File: src/rtl/pbus_arbiter.sv
// PBus master arbiter: grants one of NM masters per transaction and sequences
// the dead cycle, the ready wait and the timeout abort on the shared bus.
module pbus_arbiter #(
  parameter int NM      = 2,
  parameter int GW      = 1,
  parameter int TIMEOUT = 255,
  parameter int PRIO0   = 1
) (
  input  logic                 clk,
  input  logic                 reset,
  input  logic [2*NM-1:0]      m_req,
  input  logic [15*NM-1:0]     m_addr,
  input  logic [16*NM-1:0]     m_wdata,
  input  logic [2*NM-1:0]      m_be,
  input  logic [NM-1:0]        m_aspace,
  output logic [NM-1:0]        m_gnt,
  output logic [NM-1:0]        m_done,
  output logic [NM-1:0]        m_err,
  output logic [15:0]          m_rdata,
  output logic [1:0]           pbus_req,
  output logic [14:0]          pbus_addr,
  output logic [15:0]          pbus_wdata,
  output logic [1:0]           pbus_be,
  output logic                 pbus_aspace,
  input  logic [15:0]          pbus_rdata,
  input  logic                 pbus_rdy,
  output logic                 pbus_going,
  output logic [GW-1:0]        grantee
);

  typedef enum logic [1:0] {S_IDLE, S_DEAD, S_WAIT, S_ERR} state_t;

  state_t          state_q, state_d;
  logic [GW-1:0]   grantee_q, grantee_d;
  logic [GW-1:0]   rr_last_q, rr_last_d;
  logic [7:0]      timer_q, timer_d;
  logic [1:0]      req_q, req_d;
  logic [15:0]     rdata_q, rdata_d;
  logic [NM-1:0]   done_q, done_d;

  logic [1:0]      req_a    [NM];
  logic [14:0]     addr_a   [NM];
  logic [15:0]     wdata_a  [NM];
  logic [1:0]      be_a     [NM];
  logic [NM-1:0]   req_vld;

  for (genvar i = 0; i < NM; i++) begin : g_unpack
    assign req_a[i]   = m_req[2*i +: 2];
    assign addr_a[i]  = m_addr[15*i +: 15];
    assign wdata_a[i] = m_wdata[16*i +: 16];
    assign be_a[i]    = m_be[2*i +: 2];
    assign req_vld[i] = m_req[2*i];
  end

  // Winner selection: optional absolute priority for master 0, else
  // round-robin starting just after the last granted master.
  logic          win_vld;
  logic [GW-1:0] win_idx;
  logic [GW-1:0] cand;

  always_comb begin
    win_vld = 1'b0;
    win_idx = '0;
    cand    = rr_last_q;
    if ((PRIO0 != 0) && req_vld[0]) begin
      win_vld = 1'b1;
    end else begin
      for (int k = 0; k < NM; k++) begin
        cand = (cand == GW'(NM - 1)) ? '0 : cand + GW'(1);
        if (!win_vld && req_vld[cand]) begin
          win_vld = 1'b1;
          win_idx = cand;
        end
      end
    end
  end

  always_comb begin
    state_d   = state_q;
    grantee_d = grantee_q;
    rr_last_d = rr_last_q;
    timer_d   = timer_q;
    req_d     = req_q;
    rdata_d   = rdata_q;
    done_d    = '0;
    case (state_q)
      S_IDLE: begin
        if (win_vld) begin
          grantee_d = win_idx;
          rr_last_d = win_idx;
          req_d     = req_a[win_idx];
          state_d   = S_DEAD;
        end
      end
      S_DEAD: begin
        timer_d = '0;
        state_d = S_WAIT;
      end
      S_WAIT: begin
        if (pbus_rdy) begin
          state_d           = S_IDLE;
          done_d[grantee_q] = 1'b1;
          if (req_q[1]) rdata_d = pbus_rdata;
        end else begin
          // saturating so a disabled timeout can wait forever without wrapping
          if (timer_q != 8'hFF) timer_d = timer_q + 8'd1;
          if ((TIMEOUT != 0) && (timer_q == 8'(TIMEOUT - 1))) state_d = S_ERR;
        end
      end
      S_ERR: state_d = S_IDLE;
      default: state_d = S_IDLE;
    endcase
  end

  always_ff @(posedge clk) begin
    if (reset) begin
      state_q   <= S_IDLE;
      grantee_q <= '0;
      rr_last_q <= GW'(NM - 1);
      timer_q   <= '0;
      req_q     <= '0;
      rdata_q   <= '0;
      done_q    <= '0;
    end else begin
      state_q   <= state_d;
      grantee_q <= grantee_d;
      rr_last_q <= rr_last_d;
      timer_q   <= timer_d;
      req_q     <= req_d;
      rdata_q   <= rdata_d;
      done_q    <= done_d;
    end
  end

  assign pbus_going  = (state_q == S_DEAD) || (state_q == S_WAIT);
  assign pbus_req    = pbus_going ? req_q : 2'b00;
  assign pbus_addr   = addr_a[grantee_q];
  assign pbus_wdata  = wdata_a[grantee_q];
  assign pbus_be     = be_a[grantee_q];
  assign pbus_aspace = m_aspace[grantee_q];
  assign m_done      = done_q;
  assign m_rdata     = rdata_q;
  assign grantee     = grantee_q;

  always_comb begin
    m_gnt            = '0;
    m_err            = '0;
    m_gnt[grantee_q] = pbus_going;
    m_err[grantee_q] = (state_q == S_ERR);
  end

endmodule

File: config.mk
export PLATFORM = sky130hd
export DESIGN_NAME = pbus_arbiter
export DESIGN_NICKNAME = d
export VERILOG_FILES = /design/src/rtl/pbus_arbiter.sv
export SDC_FILE = /design/constraint.sdc
export NUM_CORES = 1
export LEC_CHECK = 0
export CAP_MARGIN = 10
export CORE_MARGIN = 3
export CORE_UTILIZATION = 45
export CTS_CLUSTER_DIAMETER = 80
export CTS_CLUSTER_SIZE = 30
export DETAILED_ROUTE_END_ITERATION = 16
export DONT_BUFFER_PORTS = 1
export GPL_ROUTABILITY_DRIVEN = 0
export SLEW_MARGIN = 40
export SYNTH_ARGS = -nofsm -noshare
export SYNTH_HDL_FRONTEND = slang
export SYNTH_SLANG_ARGS = --single-unit
File: constraint.sdc
create_clock -name clk -period 1.9 [get_ports clk]
set_clock_uncertainty 0.1 [all_clocks]
set_input_delay 0.57 -clock clk [delete_from_list [all_inputs] [get_ports clk]]
set_output_delay 0.57 -clock clk [all_outputs]
set_load 0.01 [all_outputs]
; Yosys cells after proc, flatten, opt, wreduce, memory -nomap -nowiden
; Index checks and enable logic that the tools add are counted.
[totals]
register_bits = 32
latchBits = 0
mem_bits_rw = 0
rom_bits = 0
in_bits = 91
out_inout_bits = 60
elab_cells = 79
mem_count = 0
[op_classes]
addsub = 3
mul = 0
n_div = 0
order_cmp = 6
n_eq_ne = 9
shifts = 0
n_mux = 37
bitwise_logic = 6
n_reduce_logical = 11
[ops]
columns = cell, count
row1 = 16-bit two-way mux, 3
row2 = 15-bit two-way mux, 3
row3 = 2-bit two-way mux, 10
row4 = 1-bit two-way mux, 16
row5 = 8-bit two-way mux, 2
row6 = 8-bit case mux with 2 select lines, 1
row7 = 8-bit by 1-bit adder with 8-bit output (second input constant), 1
row8 = 8-bit == test (second input constant), 1
row9 = 8-bit != test (second input constant), 1
row10 = 2-bit case mux with 4 select lines, 1
row11 = 1-bit by 2-bit < comparator with 1-bit output (second input constant), 3
row12 = 2-bit != test (second input constant), 3
row13 = 3-bit AND reduction, 2
row14 = 2-bit bitwise AND, 2
row15 = 2-bit == test (second input constant), 2
row16 = 2-bit greater-or-equal comparator (second input constant), 2
row17 = 1-bit NOT with 2-bit output, 2
row18 = 2-bit AND reduction, 2
row19 = 3-bit != test (second input constant), 1
row20 = 3-bit OR reduction, 1
row21 = 1-bit adder (second input constant), 2
row22 = 2-bit by 1-bit == test with 1-bit output (second input constant), 1
row23 = 1-bit logical AND, 2
row24 = 2-bit logical NOT, 1
row25 = 6 further kinds, 7

; Longest topological paths before layout
[depth]
depth_word = 14
depth_mapped = 7
depth_no_buf = 6

; Worst setup path before layout
; OpenSTA, ideal clock, no wires.
[synth_path]
path_type = register to output
start = register grantee_q, in the netlist grantee
end = output port pbus_addr[0]
arrival_time_ns = 1.285
required_ns = 1.230
slack_ns = -0.055
stages_incl_launch_ff = 4
path_buffers = 2
cell_sequence = dfxtp_1 clkbuf_1 clkbuf_1 mux2_2
[synth_via]
elab_chain_cells = 4
[synth_lines]
columns = item, line
row1 = start: declaration, 34  ; logic [GW-1:0] grantee_q, grantee_d;
row2 = start signal: assignment, 126  ; grantee_q <= grantee_d;
row3 = 1-bit NOT with 2-bit output (not written as such), 137  ; assign pbus_addr = addr_a[grantee_q];
row4 = 15-bit two-way mux (not written as such) (3 in series), 137
row5 = end: declaration, 21  ; output logic [14:0] pbus_addr,
; Every way passes these cells. The select of a mux whose other input is x is not followed.

; Worst setup path in the final report
[layout_path]
start = register grantee_q, in the netlist grantee
end = output port pbus_addr[3]
; Same word-level chain as after synthesis.

==> results.toml <==
[place]
port-buffer-count = 0
dp_hpwl_um = 3890
place_worst_setup_slack_ps = 64.1
dp_cells = 243
placed_area_um2 = 1820

[final_layout]
layout.core_utilization_pct = 54.9
layout-drive-gt1-share_pct = 31.9
layout-area-overhead-vs-synth_pct = 15.6
layout.cell_area.non_filler_um2 = 2040
antenna_diode_count = 0
layout.cells.non_filler = 252
finalNetCount = 301

[timing]
setup_ws_ps = -17.5
worst_pin_slew_ps = 461
report.final.slew_viol_count = 0
fin_crit_sh_pct = 101
slew-limit-headroom_pct = 69.2
finalHoldWorstSlack_ps = 250
hold_violations = 0
rsz0062_at_grt = "true"
setup-violations-final = 15
period_needed_ps = 1920
fmax_mhz = 522

[die]
placeableCoreArea_um2 = 3720
chipHeight_um = 68.6
initial_utilization_pct = 47.5
num_rows = 22
floorplan.io_pins = 151
die_area_um2 = 4710
die_w_um = 68.6

[yosys]
synth_top_family_by_area = "multiplexers"
yosys_register_bits = 31
syn_area_um2 = 1760
synth-xor-area-share_pct = 0
synthesis.area_per_instance_um2 = 8.73
post_syn_instances = 202
complex_gate_fraction_of_the_synthesized_area_pct = 13.2
yosys.area_share.adder_pct = 4.96
post_synth_num_cell_types = 35
synth-simple-area-share_pct = 20.9
yosys_warnings = 0
synthMuxAreaShare_pct = 22.3
synth_seq_area_share_pct = 35.2
post_synthesis_net_count = 300

[drt]
post-route-drc-count = 0
detail-route-antenna-nets = 0
via_count = 1471
routed_wire_length_per_instance_um = 20.0
initial_detailed_routing_violation_count = 73
routed_wirelength_um = 5040
dr.pass1.iters = 4
avgViaCountPerCell = 5.84

[clock_network]
hold_buffers = 0
numClockSinks = 31
clock_tree_from_tritoncts = "done"
htree_levels = 2
cts.path.max_buffers = 2
ctsRootBufferMaster = "clkbuf_8"
clk_pin_slew_worst_paths_ps = 60
clkLatencyLatePin_ps = 280
numCtsBuffers = 5
cts_post_setup_buffers_inserted = 0

[status]
status = "finished, violations left"
failed_checks = "negative setup slack"

[grt]
globalRouteTotalUtil_pct = 19.6
sum_of_overflow_across_all_layers_after_global_routing = 0
number_of_antenna_violations_at_the_first_check_in_global_routing = 0
global_route_wire_length_before_repair_um = 6800
vias_in_the_first_global_route = 1376
grt_start_max_net_pins = 28

[worst_setup_path]
crit_path_max_fanout = 19
worstPathRequired_ps = 1230
setup.worst_path.end_class = "output pin"
crit_type = "reg -> out"
critical_path_arrival_ps = 1250
worst_setup_path_start_kind = "flip-flop"

[power]
pwr_density_cell_nw_per_um2 = 820
leakage_power_figure_uw = 0.000748
ir_worst_vdd_mv = 0.519

[hold_path]
hold_class = "in -> reg"

[run]
max_cap_viols = 0
==> cell usage after synthesis <==
library cell / n / area (um^2)
nand2_1: 39 / 146
mux2_2: 34 / 383
dfxtp_1: 31 / 621
a21oi_1: 24 / 120
clkbuf_1: 8 / 30.0
ha_1: 7 / 87.6
nor2_1: 7 / 26.3
inv_1: 5 / 18.8
nand3_1: 5 / 25.0
and2_1: 4 / 25.0
nand4_1: 4 / 25.0
nor2b_1: 4 / 25.0
o31ai_1: 4 / 30.0
o21ai_0: 3 / 15.0
and3_2: 2 / 15.0
buf_1: 2 / 7.51
a211oi_1: 1 / 7.51
a21boi_1: 1 / 7.51
a221oi_1: 1 / 8.76
and2b_2: 1 / 8.76
and3b_1: 1 / 8.76
buf_2: 1 / 5.00
mux2i_1: 1 / 10.0
nand2b_1: 1 / 6.26
nand4_4: 1 / 21.3
nor3_1: 1 / 5.00
nor4_1: 1 / 6.26
o211ai_1: 1 / 7.51
o21a_1: 1 / 7.51
o21ai_2: 1 / 8.76
o21ba_2: 1 / 10.0
o31a_2: 1 / 10.0
or2b_2: 1 / 8.76
or3b_1: 1 / 8.76
or4_1: 1 / 7.51
==> power breakdown <==
part           switching (uW)  leakage [uW]  internal [uW]  total, uW
sequential               29.9      0.000253            676        706
clock                     253     0.0000402            254        507
combinational             230      0.000455            230        460
total                     513      0.000748           1160       1670
==> state kept, by name, summed over array words and instances (netlist names) <==
register / count
m_rdata: 16
timer_q: 8
m_done: 2
req_q: 2
state_q: 2
grantee: 1
==> worst max-delay path: stages (launching register included) <==
cell and delay [ps]:
dfxtp_4 390, buf_12 180, mux2_2 400
==> layout make-up <==
class / count / area (um^2)
multi-input cells: 155 / 1170
repair buffers: 5 / 70.1
inverters: 5 / 18.8
clock buffers: 5 / 68.8
flip-flops and latches: 31 / 632
fillers: 344 / 1680
clock inverters: 3 / 20.0
well taps: 48 / 60.1
==> placed cells by master (no fill, tap or decap), types with 4 or more instances in the layout <==
cell type,netlist,routed
mux2_4,0,16
mux2_2,34,18
o31ai_1,4,4
nand4_1,4,4
ha_1,7,6
nand3_1,5,5
dfxtp_1,31,28
clkbuf_8,0,5
nand2_1,39,39
nor2_1,7,7
a21oi_1,24,24
==> metrics by stage <==
stage | TNS (ps) | power, uW
floorplan | -1650 | 1010
detailed placement | 0 | 1090
CTS | -262 | 1670
global route | -693 | 1760
global placement | 0 | 1080
finish | -163 | 1670
==> worst paths after layout <==
path	cells after the start	slack [ps]	from	to
max reg2reg	6	90	state_q[0]$_SDFFE_PP0P_	timer_q[5]$_SDFFE_PP0P_
min reg2reg	2	370	req_q[0]$_SDFFE_PP0P_	req_q[0]$_SDFFE_PP0P_
min	1	250	reset	state_q[1]$_SDFFE_PP0P_
max	2	-20	grantee$_SDFFE_PP0P_	pbus_addr[3]
==> kinds of logic after synthesis <==
kind of cell    after synthesis
compound gates               39
mux                          35
flops                        31
fa+ha+maj                     7
buf+inv                      16
simple gates                 74
==> routing by layer <==
metal  up-vias  global-route usage [%]  wire length, um
met3         6                    8.91              526
met4         0                    4.47               47
li1        710                       -                -
met1       669                    26.0             2050
met2        86                    29.1             2410
met5         -                       0                0
==> repair_timing <==
item,4_1_cts,5_1_grt
resized for setup,20,11
pin swaps,0,0
setup endpoints to repair,36,28
endpoints found under the hold margin,0,0
cloned,1,0
(Power assumes the default switching activity.)
